`src/rtl/a2d_pkg.sv`:
```
// Shared types and constants for the ADC128S-class SPI master (a2d_spi_intf).
package a2d_pkg;

  typedef enum logic [1:0] {
    ST_IDLE  = 2'd0,
    ST_PORCH = 2'd1,
    ST_XFER  = 2'd2,
    ST_PAUSE = 2'd3
  } a2d_state_t;

  localparam logic [1:0] CMD_PREFIX = 2'b00;
  localparam int         WORD_W     = 16;
  localparam int         RES_W      = 12;

  // Divider landmarks as a function of divider width (24 / 17 / 31 at width 5).
  function automatic int porch_pre(input int div_bits);
    return 3 << (div_bits - 2);
  endfunction

  function automatic int sample_pt(input int div_bits);
    return (1 << (div_bits - 1)) + 1;
  endfunction

  function automatic int shift_pt(input int div_bits);
    return (1 << div_bits) - 1;
  endfunction

  function automatic logic [WORD_W-1:0] cmd_word(input logic [2:0] ch);
    return {CMD_PREFIX, ch, 11'b0};
  endfunction

endpackage

```
`src/rtl/a2d_spi_shft.sv`:
```
// SCLK divider, MISO sample bit, 16-bit shift register and bit counter.
module a2d_spi_shft
  import a2d_pkg::*;
#(
  parameter int DIV_BITS = 5
) (
  input  logic              clk,
  input  logic              rst,
  input  logic              i_load,
  input  logic [WORD_W-1:0] i_cmd,
  input  logic              i_active,
  input  logic              i_xfer,
  input  logic              i_miso,
  output logic              o_sclk,
  output logic              o_mosi,
  output logic              o_div_wrap,
  output logic              o_shift_done,
  output logic [RES_W-1:0]  o_rx_res
);

  localparam logic [DIV_BITS-1:0] C_PRE    = DIV_BITS'(porch_pre(DIV_BITS));
  localparam logic [DIV_BITS-1:0] C_SAMPLE = DIV_BITS'(sample_pt(DIV_BITS));
  localparam logic [DIV_BITS-1:0] C_SHIFT  = DIV_BITS'(shift_pt(DIV_BITS));

  logic [DIV_BITS-1:0] r_div;
  logic [3:0]          r_cnt;
  logic [WORD_W-1:0]   r_shft;
  logic                r_smpl;
  logic                r_sclk;
  logic [DIV_BITS-1:0] w_div_nxt;
  logic [WORD_W-1:0]   w_rx_word;

  assign w_div_nxt    = r_div + DIV_BITS'(1);
  assign w_rx_word    = {r_shft[WORD_W-2:0], r_smpl};
  assign o_div_wrap   = (r_div == C_SHIFT);
  assign o_shift_done = i_xfer && o_div_wrap && (r_cnt == 4'd15);
  assign o_rx_res     = w_rx_word[RES_W-1:0];
  assign o_sclk       = r_sclk;
  assign o_mosi       = r_shft[WORD_W-1];

  always_ff @(posedge clk or posedge rst) begin
    if (rst) begin
      r_div  <= '0;
      r_cnt  <= '0;
      r_shft <= '0;
      r_smpl <= 1'b0;
      r_sclk <= 1'b1;
    end else if (i_load) begin
      r_div  <= C_PRE;
      r_cnt  <= '0;
      r_shft <= i_cmd;
      r_sclk <= 1'b1;
    end else begin
      if (i_active)
        r_div <= w_div_nxt;
      if (i_xfer && (r_div == C_SAMPLE))
        r_smpl <= i_miso;
      if (i_xfer && o_div_wrap) begin
        r_shft <= w_rx_word;
        r_cnt  <= r_cnt + 4'd1;
      end
      // SCLK tracks the next divider MSB; the final shift parks it high so no 17th fall.
      r_sclk <= (i_active && !o_shift_done) ? w_div_nxt[DIV_BITS-1] : 1'b1;
    end
  end

endmodule

```
`src/rtl/a2d_spi_intf.sv`:
```
// SPI master for an 8-channel 12-bit ADC: command txn, pause, result txn.
// Optional A2D_INV_RES_EN build inverts the captured result.
//   state | meaning
//   IDLE  | waiting for strt_cnv, SS_n high
//   PORCH | SS_n low, SCLK high, divider running up to wrap
//   XFER  | 16 SCLK periods, shifting command out and data in
//   PAUSE | SS_n high between command and result transactions
module a2d_spi_intf
  import a2d_pkg::*;
#(
  parameter int DIV_BITS   = 5,
  parameter int PAUSE_CLKS = 32
) (
  input  logic             clk,
  input  logic             rst,
  input  logic             strt_cnv,
  input  logic [2:0]       chnnl,
  input  logic             MISO,
  output logic             SS_n,
  output logic             SCLK,
  output logic             MOSI,
  output logic             cnv_cmplt,
  output logic [RES_W-1:0] res
);

  localparam int            PW        = $clog2(PAUSE_CLKS + 1);
  localparam logic [PW-1:0] C_PAUSE_LD = PW'(PAUSE_CLKS - 1);

  a2d_state_t        r_state;
  a2d_state_t        w_state_nxt;
  logic              r_txn;
  logic [2:0]        r_chnnl;
  logic [PW-1:0]     r_pause;
  logic              r_ss_n;
  logic              r_cmplt;
  logic [RES_W-1:0]  r_res;
  logic              w_load;
  logic [WORD_W-1:0] w_cmd;
  logic              w_div_wrap;
  logic              w_shift_done;
  logic [RES_W-1:0]  w_rx_res;
  logic [RES_W-1:0]  w_res_nxt;

`ifdef A2D_INV_RES_EN
  assign w_res_nxt = ~w_rx_res;
`else
  assign w_res_nxt = w_rx_res;
`endif

  assign SS_n      = r_ss_n;
  assign cnv_cmplt = r_cmplt;
  assign res       = r_res;

  a2d_spi_shft #(
    .DIV_BITS(DIV_BITS)
  ) u_shft (
    .clk         (clk),
    .rst         (rst),
    .i_load      (w_load),
    .i_cmd       (w_cmd),
    .i_active    ((r_state == ST_PORCH) || (r_state == ST_XFER)),
    .i_xfer      (r_state == ST_XFER),
    .i_miso      (MISO),
    .o_sclk      (SCLK),
    .o_mosi      (MOSI),
    .o_div_wrap  (w_div_wrap),
    .o_shift_done(w_shift_done),
    .o_rx_res    (w_rx_res)
  );

  always_comb begin
    w_state_nxt = r_state;
    w_load      = 1'b0;
    w_cmd       = cmd_word(r_chnnl);
    case (r_state)
      ST_IDLE: begin
        if (strt_cnv) begin
          w_load      = 1'b1;
          w_cmd       = cmd_word(chnnl);
          w_state_nxt = ST_PORCH;
        end
      end
      ST_PORCH: begin
        if (w_div_wrap)
          w_state_nxt = ST_XFER;
      end
      ST_XFER: begin
        if (w_shift_done)
          w_state_nxt = r_txn ? ST_IDLE : ST_PAUSE;
      end
      ST_PAUSE: begin
        if (r_pause == '0) begin
          w_load      = 1'b1;
          w_state_nxt = ST_PORCH;
        end
      end
      default: w_state_nxt = ST_IDLE;
    endcase
  end

  always_ff @(posedge clk or posedge rst) begin
    if (rst) begin
      r_state <= ST_IDLE;
      r_txn   <= 1'b0;
      r_chnnl <= '0;
      r_pause <= '0;
      r_ss_n  <= 1'b1;
      r_cmplt <= 1'b0;
      r_res   <= '0;
    end else begin
      r_state <= w_state_nxt;
      case (r_state)
        ST_IDLE: begin
          if (strt_cnv) begin
            r_chnnl <= chnnl;
            r_cmplt <= 1'b0;
            r_ss_n  <= 1'b0;
            r_txn   <= 1'b0;
          end
        end
        ST_XFER: begin
          if (w_shift_done) begin
            r_ss_n <= 1'b1;
            if (r_txn) begin
              r_res   <= w_res_nxt;
              r_cmplt <= 1'b1;
            end else begin
              r_pause <= C_PAUSE_LD;
            end
          end
        end
        ST_PAUSE: begin
          if (r_pause == '0) begin
            r_ss_n <= 1'b0;
            r_txn  <= 1'b1;
          end else begin
            r_pause <= r_pause - PW'(1);
          end
        end
        default: ;
      endcase
    end
  end

endmodule

```
`config.mk`:
```
export PLATFORM = sky130hd
export DESIGN_NAME = a2d_spi_intf
export DESIGN_NICKNAME = d
export VERILOG_FILES = /design/src/rtl/a2d_pkg.sv /design/src/rtl/a2d_spi_shft.sv /design/src/rtl/a2d_spi_intf.sv
export SDC_FILE = /design/constraint.sdc
export NUM_CORES = 1
export LEC_CHECK = 0
export CAP_MARGIN = 20
export CORE_AREA = 2 2 110 112
export DETAILED_ROUTE_END_ITERATION = 10
export DIE_AREA = 0 0 112 114
export PLACE_DENSITY = 0.47
export REMOVE_ABC_BUFFERS = 1
export SLEW_MARGIN = 20
export SYNTH_ARGS = -nofsm -noshare
export SYNTH_HDL_FRONTEND = slang
export SYNTH_SLANG_ARGS = --single-unit
export TNS_END_PERCENT = 50
```
`constraint.sdc`:
```
create_clock -name clk -period 3.2 [get_ports clk]
set_input_delay 0.64 -clock clk [delete_from_list [all_inputs] [get_ports clk]]
set_output_delay 0.64 -clock clk [all_outputs]
set_load 0.02 [all_outputs]
```
==> impl.org, run 1 <==
** Routing
- Total Routed Length :: 5310 um
- Once detail routing completed, the nets flagged for antenna violations numbered 0.
- For this run, design rule violations remaining after detail routing come to 0.
- Overall via count from detail_route :: 1,853
- The detailed router finished its first iteration with 55 violations.
- Drt pass-1 iters :: 4
- DR vias/cell :: 4.41
- Routed WL per cell :: 12.6 um

** STA
- The number of pins exceeding their max-slew limit in the final report is 0.
- Post-route clock period utilization :: 67.5%
- Setup violations remaining at the end of the flow were counted as 0.
- After layout, the minimum clock period comes to 2160 ps.
- Setup skew after layout :: 4.53 ps
- The worst pin sits at a relative slew slack of 54.3%.
- Setup repair after global routing left no endpoint under its margin.
- Setup total negative slack on the finished layout was measured at 0 ps.
- Top achievable clock speed :: 0.463 GHz
- Endpoints failing hold :: 0
- Worst Tran Pin Value :: 686 ps

** Die
- I/O Pins :: 23
- Die outline area :: around 13,000 um2
- Horizontal extent of the die :: about 110 um
- Die Y-Extent :: about 110 um
- The initialized floorplan defines 40 standard-cell rows.
- For this configuration, the core starts out at a cell density of roughly 22%.
- Core ar. :: 11,700 um2

** Placed design
- Count of port buffers added during placement :: 22
- The wire-length estimate of the detail-placed layout is 3660 um.
- At the end of routability-driven placement, the weighted congestion stood at 0.752.

** Worst setup path
- The worst setup path is launched from a flip-flop.
- Highest net fanout along the worst path :: 12
- Capturing instance or port of the critical path :: res[8]
- Worst setup path class :: reg2reg
- Data on the critical path is required at its endpoint by around 3400 ps.
- The worst register-to-register path has a setup slack of 1040 ps.
- Reg-to-reg critical path startpoint :: u_shft.r_div[0]
- Measured in cells, the most critical reg-to-reg path has a length of 7.
- In this run the critical register-to-register path is captured at res[8].
- Tracing the worst setup path back leads to its startpoint at u_shft.r_div[0].
- Data arrival at the endpoint of the critical path :: around 2300 ps
- The worst setup path is captured at a flip-flop.

** Pwr
- Dividing total power by cell area gives a power density of 396 nW/um2.
- For this design the static power due to leakage is 1.38 nW.
- The design draws 1.23 mW.
- The worst-case IR drop observed on VDD is 0.000200 V.

** Logic synthesis
- Dominant cell type by area after synthesis :: sky130_fd_sc_hd__dfrtp_1
- Count of distinct cell types in the synthesized netlist :: 45
- During synthesis, Yosys emitted a total of 0 warnings.
- For this run, the register share of the synthesized area comes to between 50% and 60%.
- Total of flip-flops plus latches after synthesis :: 53
- In this run the cell area of the synthesized design comes to 2590 um2.
- Counting every instance in the synthesized netlist gives 251.
- In the post-synthesis netlist, the biggest area contributors are sky130_fd_sc_hd__dfrtp_1 49%, sky130_fd_sc_hd__mux2_2 7.4%, sky130_fd_sc_hd__nand2_1 5.8%, sky130_fd_sc_hd__ha_1 4.3%, sky130_fd_sc_hd__a21oi_1 4.3%.
- Avg Synthesized Cell Area :: around 10 um2
- Share of Yosys cell area claimed by the top area cell type :: around half

** Global routing
- Global-route usage over all layers :: 8.76%
- Largest net degree at the start of global routing :: between 50 and 60
- The number of antenna violations at the first check in global routing came to 0.
- The number of global-route vias before repair came to 1,852.
- After global routing the overflow that remains totals 0.
- The first global-routing pass estimated 9250 um of wire.

** CTS
- TritonCTS Buffers :: 5
- Clock tree from TritonCTS :: built
- The tree built by TritonCTS fans out to 53 sinks.
- The H-tree generated during clock tree synthesis spans 2 levels.
- Buffer levels on the longest clock path :: 2
- Buffers inserted to repair hold after CTS numbered 0.
- After clock tree synthesis, the clock-pin slew on the worst setup and hold paths is around 70 ps.
- The cell sitting at the root of the clock tree is a sky130_fd_sc_hd__clkbuf_16.
- Once the clock tree was built, the resizer swapped 0 gates to a different size.
- Post-CTS setup-driven buffer insertion count :: 0
- Clock latency reported for the late side of the worst-skew pair :: 290 ps

** Layout
- Final core utilization :: 26.6%
- In the final design database the tool counted 288 nets.
- Share of final-layout standard cells stronger than drive strength 1 :: 14.3%
- The area growth from synthesis to layout is 20.1%.
- The number of antenna diodes in the final layout is 0.

** Job
- Total of max-cap violations :: 0

** Run status
- The run finished with clean final reports.

** Worst hold path
- The tightest min-delay check is of the reg2reg type.
==> cells in the mapped netlist (all sizes together) <==
cell and count:
nand2 40, nor3 5, and2 2, nand4 3, o22a 4, o31a 2, nor2 23, and3 3
o31ai 1, mux2 17, o2bb2ai 1, dfrtp 51, a31o 1, xnor2 1, a32oi 1, mux2i 4
a22o 3, nand2b 3, nor4bb 1, o211ai 1, o32ai 1, nor2b 4, a21oi 22, inv 11
a41oi 1, o21a 1, dfstp 2, nand3 4, xor2 4, and3b 1, a2bb2oi 1, a221oi 1
o221a 1, or3 2, buf 7, ha 9, clkbuf 5, o21ai 6, o21bai 1
==> metal layers <==
metal | global-route usage [%] | vias up | wire length, um
met2 | 14.1 | 23 | 2510
met4 | 1.71 | 0 | 44
li1 | - | 912 | -
met1 | 12.1 | 912 | 2570
met3 | 2.07 | 6 | 186
met5 | 0 | - | 0
==> cell usage in the layout (no fill, tap or decap), types with 2 or more instances in the layout <==
master,count
sky130_fd_sc_hd__clkdlybuf4s50_1,22
sky130_fd_sc_hd__inv_1,10
sky130_fd_sc_hd__o31a_1,2
sky130_fd_sc_hd__ha_1,9
sky130_fd_sc_hd__nand3_1,3
sky130_fd_sc_hd__a22o_1,3
sky130_fd_sc_hd__buf_4,4
sky130_fd_sc_hd__a21oi_1,22
sky130_fd_sc_hd__dfrtp_1,51
sky130_fd_sc_hd__o22a_1,4
sky130_fd_sc_hd__xor2_1,4
sky130_fd_sc_hd__nand2b_1,3
sky130_fd_sc_hd__nand4_1,3
sky130_fd_sc_hd__and3_1,3
sky130_fd_sc_hd__nor2_1,22
sky130_fd_sc_hd__nor3_2,2
sky130_fd_sc_hd__and2_1,2
sky130_fd_sc_hd__mux2_2,17
sky130_fd_sc_hd__mux2i_1,4
sky130_fd_sc_hd__clkbuf_16,5
sky130_fd_sc_hd__dfstp_2,2
sky130_fd_sc_hd__o21ai_0,6
sky130_fd_sc_hd__nor2b_1,4
sky130_fd_sc_hd__nor3_1,3
sky130_fd_sc_hd__nand2_1,40
==> cell families (layout without fill, tap and decap cells) <==
| logic type | Yosys count | count (layout) | synth area share, % |
|---|---|---|---|
| multiplexers | 21 | 21 | 8.94 |
| buffers and inverters | 23 | 45 | 3.77 |
| adder cells (fa/ha/maj) | 9 | 9 | 4.35 |
| flip-flops | 53 | 53 | 51.3 |
| AND/OR/NAND/NOR | 91 | 91 | 16.6 |
| AO/OA/AOI/OAI | 49 | 49 | 13.4 |
| XOR/XNOR | 5 | 5 | 1.69 |
==> sequential cells by signal, summed over array words and instances, names as in the netlist <==
signal,flops
SS_n,1
cnv_cmplt,1
r_chnnl,3
r_pause,6
r_state,2
r_txn,1
res,12
u_shft.o_sclk,1
u_shft.r_cnt,4
u_shft.r_div,5
u_shft.r_shft,16
u_shft.r_smpl,1
==> worst min-delay path by stage <==
| stage | start | to | slack (ps) | cells past startpoint |
|---|---|---|---|---|
| 2_1_floorplan | r_chnnl[0] | r_chnnl[0] | 480 | 1 |
| 3_3_place_gp | r_chnnl[2] | r_chnnl[2] | 490 | 1 |
| 3_5_place_dp | r_chnnl[2] | r_chnnl[2] | 500 | 1 |
| 4_1_cts | r_chnnl[2] | r_chnnl[2] | 510 | 1 |
| 5_1_grt | r_chnnl[2] | r_chnnl[2] | 520 | 1 |
| 6_report | r_chnnl[2] | r_chnnl[2] | 510 | 1 |
==> where the power goes <==
part / switching (mW) / internal, mW / total, mW
sequential: 0.000891 / 0.671 / 0.672
clock: 0.240 / 0.292 / 0.532
combinational: 0.0170 / 0.00905 / 0.0261
==> through the flow <==
step	worst slack, ps	instance area [um2]	hold WS [ps]	cells
4_1_cts	1010	3110	513	420
6_report	1040	3110	507	420
5_1_grt	854	3110	520	420
3_3_place_gp	934	2970	490	412
2_1_floorplan	920	2530	481	239
3_5_place_dp	912	2970	496	412
==> worst max-delay path: stages, from the launching register on <==
cell	delay (ps)
sky130_fd_sc_hd__dfrtp_1	410
sky130_fd_sc_hd__ha_1	230
sky130_fd_sc_hd__and3_1	190
sky130_fd_sc_hd__ha_1	230
sky130_fd_sc_hd__nand2_1	110
sky130_fd_sc_hd__nor2_2	60
sky130_fd_sc_hd__nand2_1	420
sky130_fd_sc_hd__mux2_2	390
==> cell type report <==
cell class / instances / area, um2
flip-flops and latches: 53 / 1330
clock buffers: 6 / 129
well taps: 147 / 184
multi-input cells: 175 / 1160
fillers: 1262 / 8600
repair buffers: 26 / 250
clock inverters: 2 / 13.8
inverters: 11 / 41.3
Note: power is estimated with default switching activity, not from simulation.
==> inputs of run 2 (changes only) <==
- clock period: 3.2 -> 2.1 ns (I/O delays scaled with it)
==> run 2 against run 1 <==
Effect of this change:
- first-iteration DRC count shrank 11%
- die area unchanged
- register-to-register slack worse by 880 ps
- flip-flop and latch count stayed put
- clock skew is essentially flat
- count of clock-buffer cells in the layout unchanged
- highest routed layer unchanged
==> impl.org, run 2 (synthesis gave the netlist of run 1 again) <==
** Routing
- For this run, design rule violations remaining after detail routing come to 0.
- DR vias/cell :: 4.26
- Once detail routing completed, the nets flagged for antenna violations numbered 0.
- Summed over all layers, the routed wires come to between 5000 and 6000 um.
- Overall via count from detail_route :: between 1,500 and 2,000
- For this run, the detailed router's first-pass iteration total came to 4.
- After the first detailed-routing iteration, the DRC count stood at 49.
- In the final routed layout, each cell accounts on average for 12.5 um.

** Placed design
- Once detailed placement completed, the half-perimeter wirelength came to 3800 um.
- Before CTS, the worst setup slack after placement is 84.2 ps.
- Routability-driven placement finished with a final weighted congestion of 0.766.
- In this run the tool buffered the top-level ports with 22 buffer cells.

** STA
- On the final layout, the worst clock skew is 4.98 ps.
- Setup tns final :: 0 ps
- Number of setup violations in the final report :: 0
- Setup repair after global routing left no endpoint under its margin.
- Setup slack on the critical path of the routed design comes to 165 ps.
- Final Slew Violations :: 0
- Post-route clock period utilization :: 92.1%
- Endpoints failing hold :: 0
- Slew headroom :: ~77%
- Worst Hold Margin :: between 400 and 500 ps
- Shortest clock period the worst path allows after layout :: 1930 ps
- Top achievable clock speed :: a little over 0.5 GHz
- Worst Tran Pin Value :: roughly 340 ps

** Job
- Total of max-cap violations :: 0

** Pwr
- In this run the power density over the cells is 582 nW/um2.
- IR analysis of the VDD net gives a maximum drop of 0.000337 V.
- Leakage :: 1.44 nW
- The internal power of the cells totals 1.49 mW.
- Sequential share of power :: 54.3%
- For this design the total switching power over the nets is 0.400 mW.
- Net switching is between 20% and 30% of the power.
- Final Power :: 1.89 mW
- Gate power share :: 2.3%
- Of the total power, the clock network draws 43.4%.

** CTS
- The H-tree was split into 2 levels.
- In this run the deepest clock path goes through 2 buffers.
- At the later pin of the worst-skew pair, clock insertion delay measures 290 ps.
- TritonCTS built the clock tree.
- Root Buffer :: sky130_fd_sc_hd__clkbuf_16
- CTS Hold Bufs :: 0
- In this run, CTS created clock tree buffers numbering 5.
- Clock-pin slew of the registers on the worst-case setup and hold paths :: 70 ps
- Clock tree synthesis found a total of 53 sinks.

** Worst setup path
- The slowest stage of the critical path is the sky130_fd_sc_hd__dfrtp_1 cell.
- Data arrives at the worst endpoint at 2110 ps.
- Category of the worst setup path capture point :: flip-flop
- For this run, the slowest stage of the critical path takes around 400 ps.
- The worst setup path is launched from a flip-flop.
- STA puts the critical path data required time at 2280 ps.
- The worst setup path is of the reg2reg kind.
- Along the worst path, the maximum fanout reaches 6.
- The critical path goes through ha_2 -> and3_1 -> ha_4 -> nand2_2 -> buf_6 -> o32ai_4 -> nand2_1 -> o22a_1.

** Global routing
- Entering global routing, the biggest net connects 54 pins.
- The number of global-route vias before repair came to 1,881.
- Global routing finished with a remaining overflow of 0.
- Global-route usage over all layers :: around 9%
- The first global-routing pass estimated 9320 um of wire.
- Initial antenna violation count :: 0

** Run status
- The run finished with clean final reports.

** Layout
- For this run, the post-layout net count is between 200 and 300.
- The repair_antennas step left the layout with diodes totalling 0.
- Number of flip-flops under the largest register name :: 16
- Counting flops per register, the top entry is u_shft.r_shft.
- Compared with the post-synthesis result, the final layout area differs by 25.2%.
- The library cells used most frequently in the layout, excluding fill and tap cells, are 51 x sky130_fd_sc_hd__dfrtp_1, 39 x sky130_fd_sc_hd__nand2_1, 22 x sky130_fd_sc_hd__nor2_1, 22 x sky130_fd_sc_hd__a21oi_1, 22 x sky130_fd_sc_hd__clkdlybuf4s50_1.
- Leading cell type in the layout, fill and taps excluded :: sky130_fd_sc_hd__dfrtp_1
- Share of final-layout standard cells stronger than drive strength 1 :: 19.4%
- Final core utilization :: 27.7%

** Die
- The core region is approximately 12,000 um2.
- The die is 112 um wide.
- The die covers 12,800 um2.
- The die is 114 um tall.
- Total number of placement rows :: 40
- I/O Pins :: 23
- The initial utilization of the core area, before any placement, comes to 22.1%.

** Worst hold path
- Worst hold-check path type :: in2async
## run 2: layout make-up
class / instances / area (um2)
Clock buffer: 6 / 129
Clock inverter: 2 / 13.8
Multi-Input combinational cell: 175 / 1180
Tap cell: 147 / 184
Inverter: 11 / 41.3
Timing Repair Buffer: 37 / 362
Sequential cell: 53 / 1330
Fill cell: 1262 / 8470
## run 2: per-stage QoR
step | cell area, um2 | std cells
4_1_cts | 3190 | 427
6_report | 3240 | 431
5_1_grt | 3240 | 431
3_3_place_gp | 3050 | 419
3_5_place_dp | 3050 | 419
2_1_floorplan | 2530 | 239
## run 2: power groups by stage
stage / Sequential, mW / Clock (mW) / Combinational, mW
4_1_cts: 1.02 / 0.842 / 0.0466
3_5_place_dp: 1.04 / 0 / 0.0467
3_3_place_gp: 1.04 / 0 / 0.0462
2_1_floorplan: 1.04 / 0 / 0.0186
5_1_grt: 1.02 / 0.901 / 0.0502
6_report: 1.02 / 0.818 / 0.0437
## run 2: path summary, 6_finish.rpt
kind                            startpoint         end  slack (ps)  cells past startpoint
max in group asynchronous              rst        SS_n        1310                      3
max                        u_shft.r_div[1]  r_pause[5]         170                      8
min reg2reg                         res[5]      res[5]         510                      1
max reg2reg                u_shft.r_div[1]  r_pause[5]         170                      8
min                                    rst      res[1]         490                      3
min in group clk                    res[5]      res[5]         510                      1
## run 2: critical path, delay by kind of cell (launching register included)
kind / cells / cell delay, ps
buffers and inverters: 1 / 150
flip-flops: 1 / 400
adder cells (fa/ha/maj): 2 / 370
AO/OA/AOI/OAI: 2 / 540
AND/OR/NAND/NOR: 3 / 370
## run 2: repair_timing
| action | in CTS | in global routing |
|---|---|---|
| endpoints found under the setup margin | 0 | 31 |
| buffers inserted | 0 | 4 |
| gates resized for setup | 0 | 7 |
## run 2: metal layers
| metal | vias to the layer above | global-route usage [%] | wire [um] |
|---|---|---|---|
| li1 | 928 | - | - |
| met1 | 884 | 12.2 | 2670 |
| met2 | 21 | 14.7 | 2560 |
| met3 | 5 | 1.86 | 146 |
| met4 | 0 | 2.20 | 36 |
| met5 | - | 0 | 0 |
==> inputs of run 3 (changes only) <==
- CTS_CLUSTER_DIAMETER: not set -> 100
==> results of run 3 <==
The final DEF is identical to that of run 2; final timing and power are the same.
